### src/rtl/rom_arbiter_if.sv
// Bus bundle between the fetch/data ports, the shared ROM and the rom_arbiter.
// The master side drives requests and ROM data; the arbiter drives responses and the ROM strobe.
interface rom_arbiter_if #(
   parameter int unsigned ADDR_W = 32,
   parameter int unsigned DATA_W = 32
) ();

   logic              if_req;
   logic [ADDR_W-1:0] if_addr;
   logic              if_ready;
   logic [DATA_W-1:0] if_inst;

   logic              mem_req;
   logic [ADDR_W-1:0] mem_addr;
   logic              mem_ready;
   logic [DATA_W-1:0] mem_data;

   logic              rom_ce;
   logic [ADDR_W-1:0] rom_addr;
   logic [DATA_W-1:0] rom_data;

   logic              stall_req;

   modport master (
      output if_req, if_addr, mem_req, mem_addr, rom_data,
      input  if_ready, if_inst, mem_ready, mem_data, rom_ce, rom_addr, stall_req
   );

   modport slave (
      input  if_req, if_addr, mem_req, mem_addr, rom_data,
      output if_ready, if_inst, mem_ready, mem_data, rom_ce, rom_addr, stall_req
   );

endinterface

### src/rtl/rom_arbiter.sv
// Two-port arbiter in front of a single combinational ROM: one access in flight,
// alternating grant under contention, fixed WAIT_CYCLES access time.
module rom_arbiter #(
   parameter int unsigned ADDR_W      = 32,
   parameter int unsigned DATA_W      = 32,
   parameter int unsigned WAIT_CYCLES = 1
) (
   input logic          clk,
   input logic          rst,
   rom_arbiter_if.slave bus
);

   localparam int unsigned CNT_W = 4;

   typedef enum logic [1:0] {
      S_IDLE   = 2'd0,
      S_ACCESS = 2'd1,
      S_RESP   = 2'd2
   } state_e;

   state_e            state_q, state_d;
   logic [CNT_W-1:0]  cnt_q, cnt_d;
   logic              gnt_mem_q, gnt_mem_d;
   logic              last_mem_q, last_mem_d;
   logic              rom_ce_q, rom_ce_d;
   logic [ADDR_W-1:0] rom_addr_q, rom_addr_d;
   logic              if_ready_q, if_ready_d;
   logic [DATA_W-1:0] if_inst_q, if_inst_d;
   logic              mem_ready_q, mem_ready_d;
   logic [DATA_W-1:0] mem_data_q, mem_data_d;

   logic              any_req_c;
   logic              pick_mem_c;

   // Mem wins contention unless it was the last port served.
   assign any_req_c  = bus.if_req | bus.mem_req;
   assign pick_mem_c = bus.mem_req & (~bus.if_req | ~last_mem_q);

   // State and registered outputs.
   always_ff @(posedge clk or posedge rst) begin
      if (rst) begin
         state_q     <= S_IDLE;
         cnt_q       <= '0;
         gnt_mem_q   <= 1'b0;
         last_mem_q  <= 1'b0;
         rom_ce_q    <= 1'b0;
         rom_addr_q  <= '0;
         if_ready_q  <= 1'b0;
         if_inst_q   <= '0;
         mem_ready_q <= 1'b0;
         mem_data_q  <= '0;
      end else begin
         state_q     <= state_d;
         cnt_q       <= cnt_d;
         gnt_mem_q   <= gnt_mem_d;
         last_mem_q  <= last_mem_d;
         rom_ce_q    <= rom_ce_d;
         rom_addr_q  <= rom_addr_d;
         if_ready_q  <= if_ready_d;
         if_inst_q   <= if_inst_d;
         mem_ready_q <= mem_ready_d;
         mem_data_q  <= mem_data_d;
      end
   end

   // Next-state logic.
   always_comb begin
      state_d = state_q;
      unique case (state_q)
         S_IDLE:   if (any_req_c) state_d = S_ACCESS;
         S_ACCESS: if (cnt_q == '0) state_d = S_RESP;
         S_RESP:   state_d = S_IDLE;
         default:  state_d = S_IDLE;
      endcase
   end

   // Output and datapath next values.
   always_comb begin
      cnt_d       = cnt_q;
      gnt_mem_d   = gnt_mem_q;
      last_mem_d  = last_mem_q;
      rom_ce_d    = rom_ce_q;
      rom_addr_d  = rom_addr_q;
      if_ready_d  = 1'b0;
      if_inst_d   = if_inst_q;
      mem_ready_d = 1'b0;
      mem_data_d  = mem_data_q;

      unique case (state_q)
         S_IDLE: begin
            rom_ce_d = 1'b0;
            if (any_req_c) begin
               gnt_mem_d  = pick_mem_c;
               last_mem_d = pick_mem_c;
               rom_addr_d = pick_mem_c ? bus.mem_addr : bus.if_addr;
               cnt_d      = CNT_W'(WAIT_CYCLES - 1);
               rom_ce_d   = 1'b1;
            end
         end
         S_ACCESS: begin
            if (cnt_q == '0) begin
               rom_ce_d = 1'b0;
               if (gnt_mem_q) begin
                  mem_data_d  = bus.rom_data;
                  mem_ready_d = 1'b1;
               end else begin
                  if_inst_d  = bus.rom_data;
                  if_ready_d = 1'b1;
               end
            end else begin
               cnt_d = cnt_q - CNT_W'(1);
            end
         end
         S_RESP: begin
            rom_ce_d = 1'b0;
         end
         default: begin
            rom_ce_d = 1'b0;
         end
      endcase
   end

   assign bus.rom_ce    = rom_ce_q;
   assign bus.rom_addr  = rom_addr_q;
   assign bus.if_ready  = if_ready_q;
   assign bus.if_inst   = if_inst_q;
   assign bus.mem_ready = mem_ready_q;
   assign bus.mem_data  = mem_data_q;
   assign bus.stall_req = (bus.if_req & ~if_ready_q) | (bus.mem_req & ~mem_ready_q);

endmodule

### src/flat_wrapper.sv
// flat-port wrapper written by rule: the top's interface ports become plain ports
module rom_arbiter_flat 
#(
   parameter int unsigned ADDR_W      = 32,
   parameter int unsigned DATA_W      = 32,
   parameter int unsigned WAIT_CYCLES = 1
)
  (clk, rst, bus_if_req, bus_if_addr, bus_mem_req, bus_mem_addr, bus_rom_data, bus_if_ready, bus_if_inst, bus_mem_ready, bus_mem_data, bus_rom_ce, bus_rom_addr, bus_stall_req);
  rom_arbiter_if #(.ADDR_W(ADDR_W), .DATA_W(DATA_W)) bus_i ();
  input logic clk;
  input logic rst;
  input wire logic [$bits(bus_i.if_req)-1:0] bus_if_req;
  input wire logic [$bits(bus_i.if_addr)-1:0] bus_if_addr;
  input wire logic [$bits(bus_i.mem_req)-1:0] bus_mem_req;
  input wire logic [$bits(bus_i.mem_addr)-1:0] bus_mem_addr;
  input wire logic [$bits(bus_i.rom_data)-1:0] bus_rom_data;
  output wire logic [$bits(bus_i.if_ready)-1:0] bus_if_ready;
  output wire logic [$bits(bus_i.if_inst)-1:0] bus_if_inst;
  output wire logic [$bits(bus_i.mem_ready)-1:0] bus_mem_ready;
  output wire logic [$bits(bus_i.mem_data)-1:0] bus_mem_data;
  output wire logic [$bits(bus_i.rom_ce)-1:0] bus_rom_ce;
  output wire logic [$bits(bus_i.rom_addr)-1:0] bus_rom_addr;
  output wire logic [$bits(bus_i.stall_req)-1:0] bus_stall_req;
  assign bus_i.if_req = bus_if_req;
  assign bus_i.if_addr = bus_if_addr;
  assign bus_i.mem_req = bus_mem_req;
  assign bus_i.mem_addr = bus_mem_addr;
  assign bus_i.rom_data = bus_rom_data;
  assign bus_if_ready = bus_i.if_ready;
  assign bus_if_inst = bus_i.if_inst;
  assign bus_mem_ready = bus_i.mem_ready;
  assign bus_mem_data = bus_i.mem_data;
  assign bus_rom_ce = bus_i.rom_ce;
  assign bus_rom_addr = bus_i.rom_addr;
  assign bus_stall_req = bus_i.stall_req;
  rom_arbiter #(.ADDR_W(ADDR_W), .DATA_W(DATA_W), .WAIT_CYCLES(WAIT_CYCLES)) u_core (.clk(clk), .rst(rst), .bus(bus_i));
endmodule
### config.mk
export PLATFORM = sky130hd
export DESIGN_NAME = rom_arbiter_flat
export DESIGN_NICKNAME = d
export VERILOG_FILES = /design/src/rtl/rom_arbiter_if.sv /design/src/rtl/rom_arbiter.sv /design/src/flat_wrapper.sv
export SDC_FILE = /design/constraint.sdc
export NUM_CORES = 1
export LEC_CHECK = 0
export ABC_AREA = 1
export BUFFER_PORTS_ARGS = -buffer_cell sky130_fd_sc_hd__buf_4
export CAP_MARGIN = 5
export CORE_UTILIZATION = 52
export DETAILED_ROUTE_END_ITERATION = 12
export GPL_TIMING_DRIVEN = 0
export HOLD_SLACK_MARGIN = 0.02
export PLACE_DENSITY = 0.86
export SYNTH_ARGS = -nofsm -noshare
export SYNTH_HDL_FRONTEND = slang
export SYNTH_SLANG_ARGS = --single-unit
export TNS_END_PERCENT = 50
### constraint.sdc
create_clock -name clk -period 5.2 [get_ports clk]
set_clock_uncertainty 0.1 [all_clocks]
set_input_delay 0.26 -clock clk [delete_from_list [all_inputs] [get_ports clk]]
set_output_delay 0.26 -clock clk [all_outputs]
set_load 0.05 [all_outputs]
==> impl_metrics.tcl <==
set metrics [dict create \
    result_of_the_run "finished clean" \
    rr_worst_depth 7 \
    max_slew_margin_pct 65.9 \
    cts.reportedPaths.clkPinSlew_ns 0.10 \
    critical_path.slowest_cell "sky130_fd_sc_hd__clkbuf_1" \
    min_period_over_period_pct 30.9 \
    antenna_cells 0 \
    finalSetupTns_ns 0 \
    grt_util_all_layers_pct 26.5 \
    share_comb_of_total_power_pct 61.2 \
    synth_seq_cells 106 \
    power.density_cell_area_nw_per_um2 766 \
    routabilityCongestion 0.833 \
    final_instance_count_without_filler_cells 821 \
    post-cts-setup-buffer-count 0 \
    power_frac_clock_pct 9.7 \
    start_util_pct 53.7 \
    cts_htree_levels 3 \
    rr_startpoint "u_core.cnt_q[0]$_DFFE_PP0P_" \
    syn-cell-area_um2 4710 \
    cpLargestDelayFamily "buffers and inverters" \
    placed_cells_incl_taps 805 \
    power.static_leakage_nw 3.66 \
    timing.critical_path.fanout_max 10 \
    critPathBufInv 2 \
    ctsResizeCount 0 \
    max-vdd-ir-drop_mv 0.430 \
    cts_tree "yes" \
    clock_sink_count 106 \
    switching_power_mw 2.66 \
    rows 34 \
    layout.cells.most_common "sky130_fd_sc_hd__buf_4" \
    fp.dieW_um 97.1 \
    hold_depth 3 \
    r2r_setup_slack_ns 3.59 \
    port_buffers 199 \
    detail_route.vias_per_cell 4.99 \
    worst_pin_slew_ns 0.511 \
    fillers 653 \
    clock_tree.buffer_depth 2 \
    sequential_share_of_the_synthesized_area_pct 56.4 \
    slew_viol_final 0 \
    ff_latch_area_um2 2650 \
    fmax_mhz 622 \
    final_count_of_hold_timing_violations 0 \
    design.final.nets 811 \
    internal-power_mw 2.36 \
    grt_overflow_total 0 \
    netlist_instances 497 \
    top_level_ports 200 \
    first_iter_violations 118 \
    drive_gt1_share_pct 43.3 \
    drt-pass1-iter-count 4 \
    arrival_ns 1.73 \
    mean_instance_size_in_the_synthesized_netlist_um2 9.47 \
    post_synth_num_cell_types 21 \
    timing.critical_path.cells "inv_1 > ha_1 > nand2_2 > nor2_4 > nand2_2 > clkbuf_1 > o21ai_1" \
    worstReg2RegEnd "u_core.bus.if_inst[6]$_DFFE_PP0P_" \
    cp-start-kind "register" \
    critPathKind "register to register" \
    setup_slack_ns 3.59 \
    postSynthNetCount 599 \
    critPathMaxStageDelay_ns 0.41 \
    detail_route.wl_per_cell_um 14.5 \
    grt_pass1_vias 4209 \
    multi_input_combinational_cell_area_um2 1560 \
    hpwl_mm 9.02 \
    largest_net_degree_at_the_start_of_global_routing 77 \
    wirelength_mm 11.9 \
    worst_hold_path_startpoint "bus_mem_addr[26]" \
    flop_pwr_share_pct 29.1 \
    final_cell_mix "200 x sky130_fd_sc_hd__buf_4, 156 x sky130_fd_sc_hd__nand2_1, 106 x sky130_fd_sc_hd__dfrtp_1" \
    hold_path.class "primary input to register" \
    routed-via-count 4100 \
    area.growth.synth_to_final_pct 39.3 \
    setup_violations 0 \
    drc 0 \
    cts_inserted_buffers 9 \
    root_buffer "sky130_fd_sc_hd__clkbuf_8" \
    pre_cts_slack_ns 3.59 \
    critical_path_rt_ns 5.33 \
    fraction_of_power_spent_switching_nets_pct 53.0 \
    drt.antenna.violating_nets 0 \
    critical-path-top-cell-by-count "sky130_fd_sc_hd__nand2_2" \
    min_to "u_core.bus.rom_addr[26]$_DFFE_PP0P_" \
    rsz0062_at_grt "false" \
    finalWorstPathRequiredPeriod_ns 1.61 \
    die_area_um2 9440 \
    ys_warn_count 0 \
    maxCapViolCount 0 \
    first_pass_grt_wire_length_mm 20.0 \
    coreArea_um2 8760 \
    initial_antenna_violation_count 0 \
    clk-insertion-delay-late_ns 0.35 \
    critPathCaptureType "register" \
    die-height_um 97.1 \
]
sequential cells by signal (all words and copies together) (netlist names):
name                  count
u_core.cnt_q              4
u_core.bus.if_ready       1
u_core.bus.rom_ce         1
u_core.bus.mem_data      32
u_core.state_q            2
u_core.bus.mem_ready      1
u_core.bus.if_inst       32
u_core.bus.rom_addr      32
u_core.gnt_mem_q          1
through the flow:
| step | cell area [um^2] | util [%] | hold slack [ns] | power, mW |
|---|---|---|---|---|
| after detailed placement | 6370 | 72.6 | 0.203 | 4.56 |
| after CTS | 6560 | 74.8 | 0.0311 | 5.05 |
| final | 6560 | 74.8 | 0.0420 | 5.03 |
| after global routing | 6560 | 74.8 | 0.0349 | 5.28 |
| after global placement | 6340 | 72.3 | 0.362 | 4.47 |
| after floorplan | 4710 | - | 0.313 | 3.60 |
synth_stat cells (all sizes together):
cell / instances / area (um^2)
ha: 2 / 25.0
o211ai: 32 / 240
dfrtp: 106 / 2650
inv: 77 / 289
xnor2: 1 / 8.76
nand3: 1 / 5.00
o22ai: 3 / 18.8
buf: 22 / 188
o21ai: 67 / 519
nand2: 177 / 717
nor2: 4 / 25.0
clkbuf: 5 / 18.8
logic make-up after synthesis:
kind of cell | share of synthesized area, %
AOI/OAI and AO/OA | 16.5
xor gates and xnor gates | 0.186
adders and majority gates | 0.532
buffers and inverters | 10.5
DFF | 56.4
and+or+nand+nor | 15.9
timing repair:
item | in CTS | in global routing
hold endpoints to repair | 30 | 0
endpoints found under the setup margin | 0 | 0
hold buffers | 1 | 0
power groups by stage:
stage,sequential (mW),combinational [mW],clock (mW)
after floorplan,2.76,0.839,0
after global placement,1.46,3.02,0
after detailed placement,1.47,3.09,0
after CTS,1.46,3.09,0.497
after global routing,1.51,3.25,0.523
final,1.46,3.08,0.489
layout make-up:
cell class                      count  share of cell area (%)
Inverter                           77                    4.44
Tap cell                          108                    2.06
Sequential cell                   106                    40.4
Clock buffer                        9                    1.89
Buffer                             27                    3.15
Multi-Input combinational cell    287                    23.8
Timing Repair Buffer              201                    23.3
Clock inverter                      6                   0.897
how the worst max path moves through the flow:
| stage | from | endpoint | slack (ns) | cells past startpoint |
|---|---|---|---|---|
| after floorplan | rst | u_core.bus.if_inst[0]$_DFFE_PP0P_ | 2.05 | 1 |
| after global placement | rst | u_core.bus.if_inst[20]$_DFFE_PP0P_ | 0.96 | 2 |
| after detailed placement | u_core.cnt_q[0]$_DFFE_PP0P_ | u_core.bus.if_inst[6]$_DFFE_PP0P_ | 3.59 | 7 |
| after CTS | u_core.cnt_q[0]$_DFFE_PP0P_ | u_core.bus.if_inst[6]$_DFFE_PP0P_ | 3.58 | 7 |
| after global routing | u_core.cnt_q[0]$_DFFE_PP0P_ | u_core.bus.if_inst[6]$_DFFE_PP0P_ | 3.50 | 7 |
| final | u_core.cnt_q[0]$_DFFE_PP0P_ | u_core.bus.if_inst[6]$_DFFE_PP0P_ | 3.59 | 7 |
per-layer routing:
layer | track usage [%] | share of wire, % | vias up
li1 | - | - | 1979
met1 | 32.1 | 39 | 1926
met2 | 46.5 | 51 | 172
met3 | 5.97 | 6.9 | 23
met4 | 9.41 | 2.3 | 0
met5 | 0 | 0 | -
tightest hold or removal path, stage by stage:
cell                       delay, ns
sky130_fd_sc_hd__buf_4          0.08
sky130_fd_sc_hd__o211ai_1       0.08
sky130_fd_sc_hd__nand2_1        0.06
Power figures use the tool's default switching activity.
